[src/rtl/accel_pkg.sv]
// accel_pkg: shared accelerator types and default widths.
package accel_pkg;
   localparam int DEF_DATA_WIDTH = 16;
   localparam int DEF_ADDR_WIDTH = 8;
   typedef enum logic [1:0] {IDLE, LOADED, WRITE, DONE} or_state_t;
endpackage

[src/rtl/output_router.sv]
// output_router: captures a group of psum lanes and drains them as sequential memory writes.
module output_router
   import accel_pkg::*;
#(
   parameter int ROUTER_COUNT = 2,
   parameter int DATA_WIDTH = DEF_DATA_WIDTH,
   parameter int ADDR_WIDTH = DEF_ADDR_WIDTH
) (
   input  logic                               i_clk,
   input  logic                               i_rst,
   input  logic                               i_reg_clear,
   input  logic [ADDR_WIDTH-1:0]              i_addr_start,
   input  logic [ADDR_WIDTH-1:0]              i_route_size,
   input  logic                               i_psum_out_en,
   input  logic [ROUTER_COUNT*DATA_WIDTH-1:0] i_psum,
   input  logic                               i_en,
   output logic [DATA_WIDTH-1:0]              o_data_out,
   output logic [ADDR_WIDTH-1:0]              o_addr_out,
   output logic                               o_write_en,
   output logic                               o_done,
   output logic                               o_busy,
   output logic                               o_overrun
);
   localparam int IW = $clog2(ROUTER_COUNT + 1);
   localparam int SW = (ROUTER_COUNT > 1) ? $clog2(ROUTER_COUNT) : 1;
   or_state_t state, state_n;
   logic [DATA_WIDTH-1:0] buffer [ROUTER_COUNT];
   logic [ADDR_WIDTH-1:0] ptr;
   logic [IW-1:0] idx, n_q, n_eff;
   logic [SW-1:0] sel;
   assign n_eff = (i_route_size > ADDR_WIDTH'(ROUTER_COUNT)) ? IW'(ROUTER_COUNT) : IW'(i_route_size);
   assign sel = idx[SW-1:0];
   assign o_busy = (state == LOADED) || (state == WRITE);
   always_comb begin
      state_n = state;
      case (state)
         IDLE:    state_n = i_psum_out_en ? LOADED : IDLE;
         LOADED:  state_n = !i_en ? LOADED : (n_eff == '0) ? DONE : WRITE;
         WRITE:   state_n = (idx == n_q - IW'(1)) ? DONE : WRITE;
         DONE:    state_n = i_en ? DONE : IDLE;
         default: state_n = IDLE;
      endcase
   end
   always_ff @(posedge i_clk) begin
      if (i_rst || i_reg_clear) begin
         state <= IDLE;
         ptr <= i_rst ? '0 : i_addr_start;
         idx <= '0;
         n_q <= '0;
         for (int k = 0; k < ROUTER_COUNT; k++) buffer[k] <= '0;
         o_data_out <= '0;
         o_addr_out <= '0;
         o_write_en <= 1'b0;
         o_done <= 1'b0;
         o_overrun <= 1'b0;
      end else begin
         state <= state_n;
         o_write_en <= (state == WRITE);
         o_done <= (state == DONE) && i_en;
         if (i_psum_out_en && state != IDLE) o_overrun <= 1'b1;
         if (i_psum_out_en && state == IDLE)
            for (int k = 0; k < ROUTER_COUNT; k++) buffer[k] <= i_psum[k*DATA_WIDTH +: DATA_WIDTH];
         if (state == LOADED && i_en) begin
            idx <= '0;
            n_q <= n_eff;
         end
         // The group size is frozen on entry so i_route_size may change mid-drain.
         if (state == WRITE) begin
            o_data_out <= buffer[sel];
            o_addr_out <= ptr;
            ptr <= ptr + ADDR_WIDTH'(1);
            idx <= idx + IW'(1);
         end
      end
   end
endmodule

[config.mk]
export PLATFORM = sky130hd
export DESIGN_NAME = output_router
export DESIGN_NICKNAME = d
export VERILOG_FILES = /design/src/rtl/accel_pkg.sv /design/src/rtl/output_router.sv
export SDC_FILE = /design/constraint.sdc
export NUM_CORES = 1
export LEC_CHECK = 0
export BUFFER_PORTS_ARGS = -buffer_cell sky130_fd_sc_hd__buf_2
export CELL_PAD_IN_SITES_DETAIL_PLACEMENT = 0
export CELL_PAD_IN_SITES_GLOBAL_PLACEMENT = 1
export CORE_MARGIN = 3
export CORE_UTILIZATION = 37
export DETAILED_ROUTE_END_ITERATION = 16
export PLACE_DENSITY = 0.86
export SYNTH_ARGS = -nofsm -noshare
export SYNTH_HDL_FRONTEND = slang
export SYNTH_SLANG_ARGS = --single-unit
[constraint.sdc]
create_clock -name i_clk -period 1.63 [get_ports i_clk]
set_input_delay 0.163 -clock i_clk [delete_from_list [all_inputs] [get_ports i_clk]]
set_output_delay 0.163 -clock i_clk [all_outputs]
set_load 0.1 [all_outputs]
Word level (Yosys, flattened, before mapping)
Memories as Yosys holds them, arrays and structs flattened. A register that Yosys moved wholly into a read port is not among the register bits.
Index checks and enable logic that the tools add are counted.
{ "classes": {"muxes": 19, "n_bitwise": 2, "n_shift": 0, "div_mod_pow": 0, "addsub": 3, "magnitude_cmp": 1, "n_reduce_logical": 11, "n_eq_ne": 4, "mul": 0} }
{ "op_table": {"columns": ["cell", "n"], "rows": [
  ["$mux 16", 2],
  ["$mux 8", 3],
  ["$mux 2", 5],
  ["$add 8x1->8 const B", 1],
  ["$gt 8x2->1 const B", 1],
  ["$mux 1", 8],
  ["$pmux 2 s4", 1],
  ["$reduce_bool 2->1", 3],
  ["$eq 2x2->1 const B", 2],
  ["$logic_and 1x1->1", 4],
  ["$logic_not 2->1", 2],
  ["$add 2x1->2 const B", 1],
  ["$eq 2x1->1 const B", 1],
  ["$eq 2x2->1", 1],
  ["$logic_or 1x1->1", 2],
  ["$or 1x1->1", 2],
  ["$sub 2x1->2 const B", 1]
]} }
{ "word_totals": {"in_bits": 53, "mem_bits_rw": 32, "mem_count": 1, "word_cells": 49, "latch_bits": 0, "ff_bits": 25, "mem_bits_ro": 0} }
{ "memory_table": {"columns": ["name", "words", "word_bits", "read_ports", "rd_clocked_by_memory_dff", "write_ports", "line_no", "rtl"], "rows": [
  ["buffer", 2, 16, 1, 1, 2, "output_router.sv:27", "logic [DATA_WIDTH-1:0] buffer [ROUTER_COUNT];"]
]} }

Logic depth before layout (Yosys ltp)
Gate-level depths: netlist of the first run.
{ "depth": {"depth_word": 6, "mapped_depth": 6, "mapped_depth_nobuf": 5} }

Worst setup path after synthesis of the first run
OpenSTA, ideal clock, no wires.
{ "synth_timing": {"path_type": "register to register", "startpoint": "register state[0]", "endpoint": "memory buffer[0][0] (netlist bit), enable pin", "required_ns": 1.152, "setup_time_ns": 0.478, "arrival_time_ns": 1.292, "path_stages_with_launch": 5, "synth_period_minus_slack_ns": 1.770, "slack_ns": -0.140, "cell_sequence": "dfxtp_1 -> inv_1 -> ha_1 -> nand2_1 -> nand2_1"} }
{ "synth_lines": {"columns": ["item", "line_no", "rtl"], "rows": [
  ["start: declaration", "output_router.sv:26", "or_state_t state, state_n;"],
  ["start signal: assignment", "output_router.sv:57", "state <= state_n;"],
  ["end: declaration", "output_router.sv:27", null]
]} }

==> run_summary.xml, run 1 <==
<?xml version="1.0" encoding="UTF-8"?>
<metrics>
  <group name="outcome">
    <metric name="run_status" unit="">complete, no violations</metric>
  </group>
  <group name="global_routing">
    <metric name="via_count_of_the_first_global_routing_pass" unit="">2153</metric>
    <metric name="globalRoute.totalOverflow" unit="">0</metric>
    <metric name="grt_util_all_layers" unit="%">13.4</metric>
    <metric name="first_pass_grt_wire_length" unit="mm">10.3</metric>
    <metric name="antenna_found_initial" unit="">0</metric>
    <metric name="grt_max_degree" unit="">33</metric>
  </group>
  <group name="route">
    <metric name="route.detailed.drc" unit="">0</metric>
    <metric name="postRouteWirelength" unit="mm">6.47</metric>
    <metric name="route.detailed.wl_per_inst" unit="um">14.0</metric>
    <metric name="drtIter0Drc" unit="">83</metric>
    <metric name="dr.pass1.iters" unit="">3</metric>
    <metric name="vias" unit="">2199</metric>
    <metric name="drtAntennaViolNets" unit="">0</metric>
    <metric name="average_vias_per_placed_instance" unit="">4.76</metric>
  </group>
  <group name="floorplanning">
    <metric name="initial_utilization" unit="%">39.1</metric>
    <metric name="floorplan.die.width" unit="um">97.8</metric>
    <metric name="io_pins" unit="">81</metric>
    <metric name="core.rowCount" unit="">32</metric>
    <metric name="die_height" unit="um">97.8</metric>
    <metric name="design.die.area" unit="sq um">9560</metric>
    <metric name="floorplan.core_area" unit="sq um">7970</metric>
  </group>
  <group name="placed_design">
    <metric name="io_buffers" unit="">80</metric>
    <metric name="gp_congestion" unit="">0.778</metric>
    <metric name="dp_slack" unit="ns">-0.153</metric>
    <metric name="dpl_wire_length" unit="mm">4.33</metric>
    <metric name="cell_area_after_placement" unit="sq um">3690</metric>
    <metric name="placedCellCount" unit="">445</metric>
  </group>
  <group name="synthesis">
    <metric name="netlist_top_cells_area" unit="">edfxtp_1, dfxtp_1, mux2i_1, and2_1, a211oi_1</metric>
    <metric name="primary_ff_master_synth" unit="">edfxtp_1</metric>
    <metric name="syn_area" unit="sq um">3120</metric>
    <metric name="synthMostInstantiatedCell" unit="">edfxtp_1</metric>
    <metric name="synth-async-reset-ratio" unit="%">0</metric>
    <metric name="ys.warnings.count" unit="">0</metric>
    <metric name="ys_ff_latch" unit="">73</metric>
    <metric name="number_of_enable_flip_flop_cells_after_synthesis" unit="">40</metric>
    <metric name="sequential_cell_area_fraction_in_the_yosys_report" unit="%">59.7</metric>
    <metric name="syn-mean-instance-area" unit="sq um">11.7</metric>
    <metric name="synth_unique_cells" unit="">36</metric>
    <metric name="syn_inst" unit="">267</metric>
    <metric name="synth.net_count" unit="">325</metric>
    <metric name="netlist_top_cells_count" unit="">edfxtp_1, and2_1, nor2_1, dfxtp_1, mux2i_1</metric>
    <metric name="yosys.area.top_type_share" unit="%">38.5</metric>
    <metric name="yosys_top_cell_by_area" unit="">edfxtp_1</metric>
  </group>
  <group name="sta">
    <metric name="count_of_pins_over_their_slew_limit" unit="">0</metric>
    <metric name="timing.clock.skew" unit="ns">0.00802</metric>
    <metric name="finalCritPeriodShare" unit="%">91.4</metric>
    <metric name="timing_worst_slew_pin_value" unit="ns">0.490</metric>
    <metric name="final.setup.tns" unit="ns">0</metric>
    <metric name="relSlewSlack" unit="%">67.6</metric>
    <metric name="finalCriticalPeriod" unit="ns">1.49</metric>
    <metric name="fin_hold_ws" unit="ns">0.0934</metric>
    <metric name="rsz0062_at_grt" unit="">false</metric>
    <metric name="max_freq" unit="MHz">671</metric>
    <metric name="hold_violations" unit="">0</metric>
    <metric name="setup_viol_count_final" unit="">0</metric>
    <metric name="worst_slack" unit="ns">0.140</metric>
  </group>
  <group name="critical_path">
    <metric name="crit_path_kind" unit="">reg -&gt; reg</metric>
    <metric name="worstPathMaxFanout" unit="">8</metric>
    <metric name="worst_ep_required_time" unit="ns">1.66</metric>
    <metric name="cp-end-kind" unit="">flop</metric>
    <metric name="worst-endpoint-arrival" unit="ns">1.53</metric>
    <metric name="start_kind" unit="">flop</metric>
  </group>
  <group name="layout">
    <metric name="drive_above_1_share" unit="%">31.9</metric>
    <metric name="multi_input_comb_area" unit="sq um">1180</metric>
    <metric name="fin_area" unit="sq um">3910</metric>
    <metric name="final-seq-area" unit="sq um">1860</metric>
    <metric name="nFillCells" unit="">713</metric>
    <metric name="final_nets" unit="">413</metric>
    <metric name="area_growth" unit="%">25.3</metric>
    <metric name="post_layout_nonfiller_instances" unit="">462</metric>
    <metric name="insertedDiodeCount" unit="">0</metric>
    <metric name="postLayoutCoreUtil" unit="%">49.0</metric>
  </group>
  <group name="pwr">
    <metric name="internal-power" unit="mW">2.86</metric>
    <metric name="clockPowerShare" unit="%">36.8</metric>
    <metric name="total_leakage_power" unit="nW">1.58</metric>
    <metric name="report.power.total" unit="mW">3.76</metric>
    <metric name="power.net_switching" unit="mW">0.902</metric>
    <metric name="comb_power_share" unit="%">8.3</metric>
    <metric name="vdd_drop_max" unit="mV">0.737</metric>
    <metric name="switching_share" unit="%">24.0</metric>
    <metric name="power_density" unit="nW/um^2">963</metric>
    <metric name="sequential_share_of_power" unit="%">54.9</metric>
  </group>
  <group name="clock_network">
    <metric name="worst_skew_pair.late_latency" unit="ns">0.34</metric>
    <metric name="cts_max_level" unit="">3</metric>
    <metric name="path_clk_slew" unit="ns">0.08</metric>
    <metric name="tritoncts" unit="">done</metric>
    <metric name="cts_hold_buffers" unit="">0</metric>
    <metric name="clkSinkCount" unit="">73</metric>
    <metric name="cts_buffer_depth" unit="">2</metric>
    <metric name="clock-root-buffer" unit="">clkbuf_8</metric>
    <metric name="cts_made_buffers" unit="">9</metric>
  </group>
  <group name="flow_run">
    <metric name="drv_cap" unit="">0</metric>
  </group>
  <group name="worst_hold_path">
    <metric name="min_path_type" unit="">in -&gt; reg</metric>
  </group>
</metrics>
## area by class of cell
cell class	count	area share [%]
inverters	7	0.673
flip-flops and latches	73	47.7
repair buffers	92	13.3
multi-input cells	172	30.1
well taps	102	3.27
clock inverters	7	1.83
clock buffers	9	3.17
## power by group through the flow
stage | clock, mW | combinational, mW | sequential, mW
2_1_floorplan | 0 | 0.153 | 2.12
3_3_place_gp | 0 | 0.301 | 2.10
3_5_place_dp | 0 | 0.307 | 2.11
4_1_cts | 1.42 | 0.310 | 2.06
5_1_grt | 1.52 | 0.344 | 2.07
6_report | 1.38 | 0.313 | 2.06
## sequential cells by signal, indices dropped and copies added, names as in the netlist, named ones only
register and flops:
buffer 32, idx 2, n_q 2, o_addr_out 8, o_data_out 16, o_done 1, o_overrun 1, o_write_en 1
ptr 8, state 1
## metal layers
metal / global-route usage (%) / part of all wire, %
met3: 4.64 / 4.3
met4: 3.83 / 0.71
met1: 16.6 / 46
met5: 0 / 0
met2: 22.3 / 49
## placed cells by master, fill, tap and decap left out, drive strengths merged, types with 2 or more instances in the layout
master / synthesis / routed
mux2i: 27 / 27
or3: 3 / 3
xnor2: 3 / 3
dfxtp: 33 / 33
ha: 5 / 5
xor2: 2 / 2
o21ai: 3 / 3
inv: 7 / 7
edfxtp: 40 / 40
and3: 3 / 3
buf: 10 / 92
a21oi: 7 / 7
nand3b: 4 / 4
clkbuf: 6 / 9
a311oi: 4 / 4
a211oi: 17 / 17
nor2: 35 / 36
and2: 34 / 34
nand4: 2 / 2
nand3: 3 / 3
o21a: 2 / 2
clkinv: 0 / 3
nand2: 7 / 7
clkinvlp: 0 / 3
## final timing paths
path / from / end / slack (ns) / depth (start not counted)
worst max-delay path: flop / ptr[7] / 0.14 / 3
worst min-delay path: i_psum[2] / buffer[0][2] / 0.09 / 2
worst max register to register: flop / ptr[7] / 0.14 / 3
worst min register to register: n_q[0] / n_q[0] / 0.47 / 2
## cells by family after synthesis
kind of cell             Yosys count  synth area share, %
adder cells (fa/ha/maj)            5                 2.01
AO/OA/AOI/OAI                     35                 7.83
flip-flops                        73                 59.7
multiplexers                      28                 9.03
AND/OR/NAND/NOR                   98                 16.7
XOR/XNOR                           5                 1.41
buffers and inverters             23                 3.25
## repair_timing
item / in CTS / in global routing
endpoints found under the setup margin: 32 / 24
gates cloned: 0 / 1
setup buffers: 0 / 0
gates resized for setup: 1 / 2
hold endpoints to repair: 0 / 0
## critical path, cell delays in order, from the launching register on
cell     delay [ns]
dfxtp_1        0.31
buf_4          0.13
ha_2           0.19
or3_1          0.55
No activity file was read; power rests on OpenSTA's default activity.
==> run 2, diff against run 1 <==
--- a/config.mk
+++ b/config.mk
@@ -8,10 +8,10 @@
 export BUFFER_PORTS_ARGS = -buffer_cell sky130_fd_sc_hd__buf_2
 export CELL_PAD_IN_SITES_DETAIL_PLACEMENT = 0
 export CELL_PAD_IN_SITES_GLOBAL_PLACEMENT = 1
-export CORE_MARGIN = 3
-export CORE_UTILIZATION = 37
+export CORE_MARGIN = 2
+export CORE_UTILIZATION = 44
 export DETAILED_ROUTE_END_ITERATION = 16
-export PLACE_DENSITY = 0.86
+export PLACE_DENSITY = 0.94
 export SYNTH_ARGS = -nofsm -noshare
 export SYNTH_HDL_FRONTEND = slang
 export SYNTH_SLANG_ARGS = --single-unit
==> constraint.sdc (replaced) <==
create_clock -name i_clk -period 1.86 [get_ports i_clk]
set_input_delay 0.186 -clock i_clk [delete_from_list [all_inputs] [get_ports i_clk]]
set_output_delay 0.186 -clock i_clk [all_outputs]
set_load 0.1 [all_outputs]
==> run_summary.xml, run 2 (synthesis results as in run 1) <==
<?xml version="1.0" encoding="UTF-8"?>
<metrics>
  <group name="outcome">
    <metric name="run_status" unit="">complete, no violations</metric>
  </group>
  <group name="route">
    <metric name="postRouteWirelength" unit="mm">5.93</metric>
    <metric name="dr.pass1.iters" unit="">4</metric>
    <metric name="drtIter0Drc" unit="">95</metric>
    <metric name="route.detailed.wl_per_inst" unit="um">13.2</metric>
    <metric name="drtAntennaViolNets" unit="">0</metric>
    <metric name="vias" unit="">2198</metric>
    <metric name="route.detailed.drc" unit="">0</metric>
    <metric name="average_vias_per_placed_instance" unit="">4.90</metric>
  </group>
  <group name="critical_path">
    <metric name="worst_r2r_startpoint" unit="">state[0]</metric>
    <metric name="critical_path_destination" unit="">o_busy</metric>
    <metric name="cp-startpoint" unit="">state[0]</metric>
    <metric name="worstPathMaxFanout" unit="">4</metric>
    <metric name="cp-end-kind" unit="">output pin</metric>
    <metric name="worst-endpoint-arrival" unit="ns">1.54</metric>
    <metric name="crit_path_kind" unit="">reg -&gt; out</metric>
    <metric name="ff2ff_path_depth" unit="">6</metric>
    <metric name="reg2reg_slack" unit="ns">0.24</metric>
    <metric name="start_kind" unit="">flop</metric>
    <metric name="worst_ep_required_time" unit="ns">1.67</metric>
    <metric name="critical_path.reg2reg.endpoint" unit="">state[0]</metric>
  </group>
  <group name="pwr">
    <metric name="comb_power_share" unit="%">7.5</metric>
    <metric name="total_leakage_power" unit="nW">1.55</metric>
    <metric name="sequential_share_of_power" unit="%">55.5</metric>
    <metric name="power.net_switching" unit="mW">0.739</metric>
    <metric name="internal-power" unit="mW">2.53</metric>
    <metric name="switching_share" unit="%">22.6</metric>
    <metric name="vdd_drop_max" unit="mV">0.495</metric>
    <metric name="clockPowerShare" unit="%">37.0</metric>
    <metric name="power_density" unit="nW/um^2">856</metric>
    <metric name="report.power.total" unit="mW">3.27</metric>
  </group>
  <group name="placed_design">
    <metric name="dpl_wire_length" unit="mm">4.09</metric>
    <metric name="gp_congestion" unit="">0.769</metric>
    <metric name="io_buffers" unit="">80</metric>
  </group>
  <group name="global_routing">
    <metric name="grt_max_degree" unit="">33</metric>
    <metric name="grt_util_all_layers" unit="%">16.5</metric>
    <metric name="antenna_found_initial" unit="">0</metric>
    <metric name="first_pass_grt_wire_length" unit="mm">9.65</metric>
    <metric name="globalRoute.totalOverflow" unit="">0</metric>
    <metric name="via_count_of_the_first_global_routing_pass" unit="">2056</metric>
  </group>
  <group name="clock_network">
    <metric name="cts_max_level" unit="">3</metric>
    <metric name="cts_made_buffers" unit="">9</metric>
    <metric name="clkSinkCount" unit="">73</metric>
    <metric name="worst_skew_pair.late_latency" unit="ns">0.34</metric>
    <metric name="cts_hold_buffers" unit="">0</metric>
    <metric name="path_clk_slew" unit="ns">0.07</metric>
    <metric name="tritoncts" unit="">done</metric>
    <metric name="clock-root-buffer" unit="">clkbuf_8</metric>
    <metric name="cts_buffer_depth" unit="">2</metric>
  </group>
  <group name="layout">
    <metric name="largest_register_ffs" unit="">32</metric>
    <metric name="layout_common_cells" unit="">buf_2, edfxtp_1, nor2_1, and2_1, dfxtp_1</metric>
    <metric name="insertedDiodeCount" unit="">0</metric>
    <metric name="area_growth" unit="%">22.5</metric>
    <metric name="layout.cells.most_common" unit="">buf_2</metric>
    <metric name="largest-register" unit="">buffer</metric>
    <metric name="drive_above_1_share" unit="%">29.2</metric>
    <metric name="final_nets" unit="">406</metric>
    <metric name="biggest_registers_after_layout" unit="">buffer (32), o_data_out (16)</metric>
  </group>
  <group name="sta">
    <metric name="count_of_pins_over_their_slew_limit" unit="">0</metric>
    <metric name="finalCriticalPeriod" unit="ns">1.73</metric>
    <metric name="setup_viol_count_final" unit="">0</metric>
    <metric name="hold_violations" unit="">0</metric>
    <metric name="finalCritPeriodShare" unit="%">92.9</metric>
    <metric name="max_freq" unit="MHz">579</metric>
    <metric name="timing_worst_slew_pin_value" unit="ns">0.506</metric>
    <metric name="relSlewSlack" unit="%">66.2</metric>
    <metric name="final.setup.tns" unit="ns">0</metric>
    <metric name="rsz0062_at_grt" unit="">false</metric>
    <metric name="timing.clock.skew" unit="ns">0.0103</metric>
  </group>
  <group name="floorplanning">
    <metric name="core.rowCount" unit="">30</metric>
    <metric name="io_pins" unit="">81</metric>
    <metric name="die_height" unit="um">88.2</metric>
    <metric name="initial_utilization" unit="%">45.6</metric>
    <metric name="floorplan.core_area" unit="sq um">6830</metric>
    <metric name="floorplan.die.width" unit="um">88.2</metric>
    <metric name="design.die.area" unit="sq um">7770</metric>
  </group>
  <group name="worst_hold_path">
    <metric name="min_path_type" unit="">in -&gt; reg</metric>
  </group>
  <group name="flow_run">
    <metric name="drv_cap" unit="">0</metric>
  </group>
</metrics>
## run 2: area by class of cell
class	count	area (sq um)
clock buffer	13	149
clock inverter	3	42.5
fill	615	3010
inverter	7	26.3
multi-input combinational	171	1160
sequential	73	1860
tap	96	120
timing repair buffer	86	458
## run 2: worst max-delay path, stage by stage (launching register included)
cell	delay, ns
dfxtp_1	0.40
inv_1	0.09
ha_1	0.29
buf_2	0.42
## run 2: power groups by stage
stage	clock network, mW	registers, mW	logic (mW)
4_1_cts	1.24	1.81	0.250
6_report	1.21	1.81	0.245
3_3_place_gp	0	1.85	0.241
2_1_floorplan	0	1.86	0.133
3_5_place_dp	0	1.85	0.247
5_1_grt	1.32	1.82	0.272
## run 2: worst min path at each step
| stage | from | to | slack [ns] | cells past startpoint |
|---|---|---|---|---|
| after CTS | i_psum_out_en | o_overrun | 0.1 | 3 |
| after floorplan | i_psum_out_en | o_overrun | 0.33 | 2 |
| after global routing | i_psum[25] | buffer[1][9] | 0.1 | 2 |
| after detailed placement | i_psum_out_en | o_overrun | 0.45 | 3 |
| final | i_psum_out_en | o_overrun | 0.12 | 3 |
| after global placement | n_q[0] | n_q[0] | 0.45 | 2 |
## run 2: layer usage
metal,share of wire (%),GRT usage (%),up-vias
met2,50,26.4,48
met1,45,20.9,1027
met4,2.1,8.26,0
met3,3.7,4.24,9
li1,-,-,1114
met5,0,0,-
## run 2: timing repair
action,4_1_cts,5_1_grt
resized for setup,1,0
setup buffers,0,0
setup endpoints to repair,3,0
## run 2: per-stage QoR
step                hold WS, ns  area (sq um)  std cells  setup WS (ns)  utilization, %
floorplan                 0.327          3120        267         0.0899               -
global placement          0.450          3620        433          0.133            53.0
detailed placement        0.451          3620        433         0.0150            53.0
CTS                      0.0959          3820        449          0.107            55.9
global route             0.0954          3820        449         0.0474            55.9
finish                    0.115          3820        449          0.132            55.9
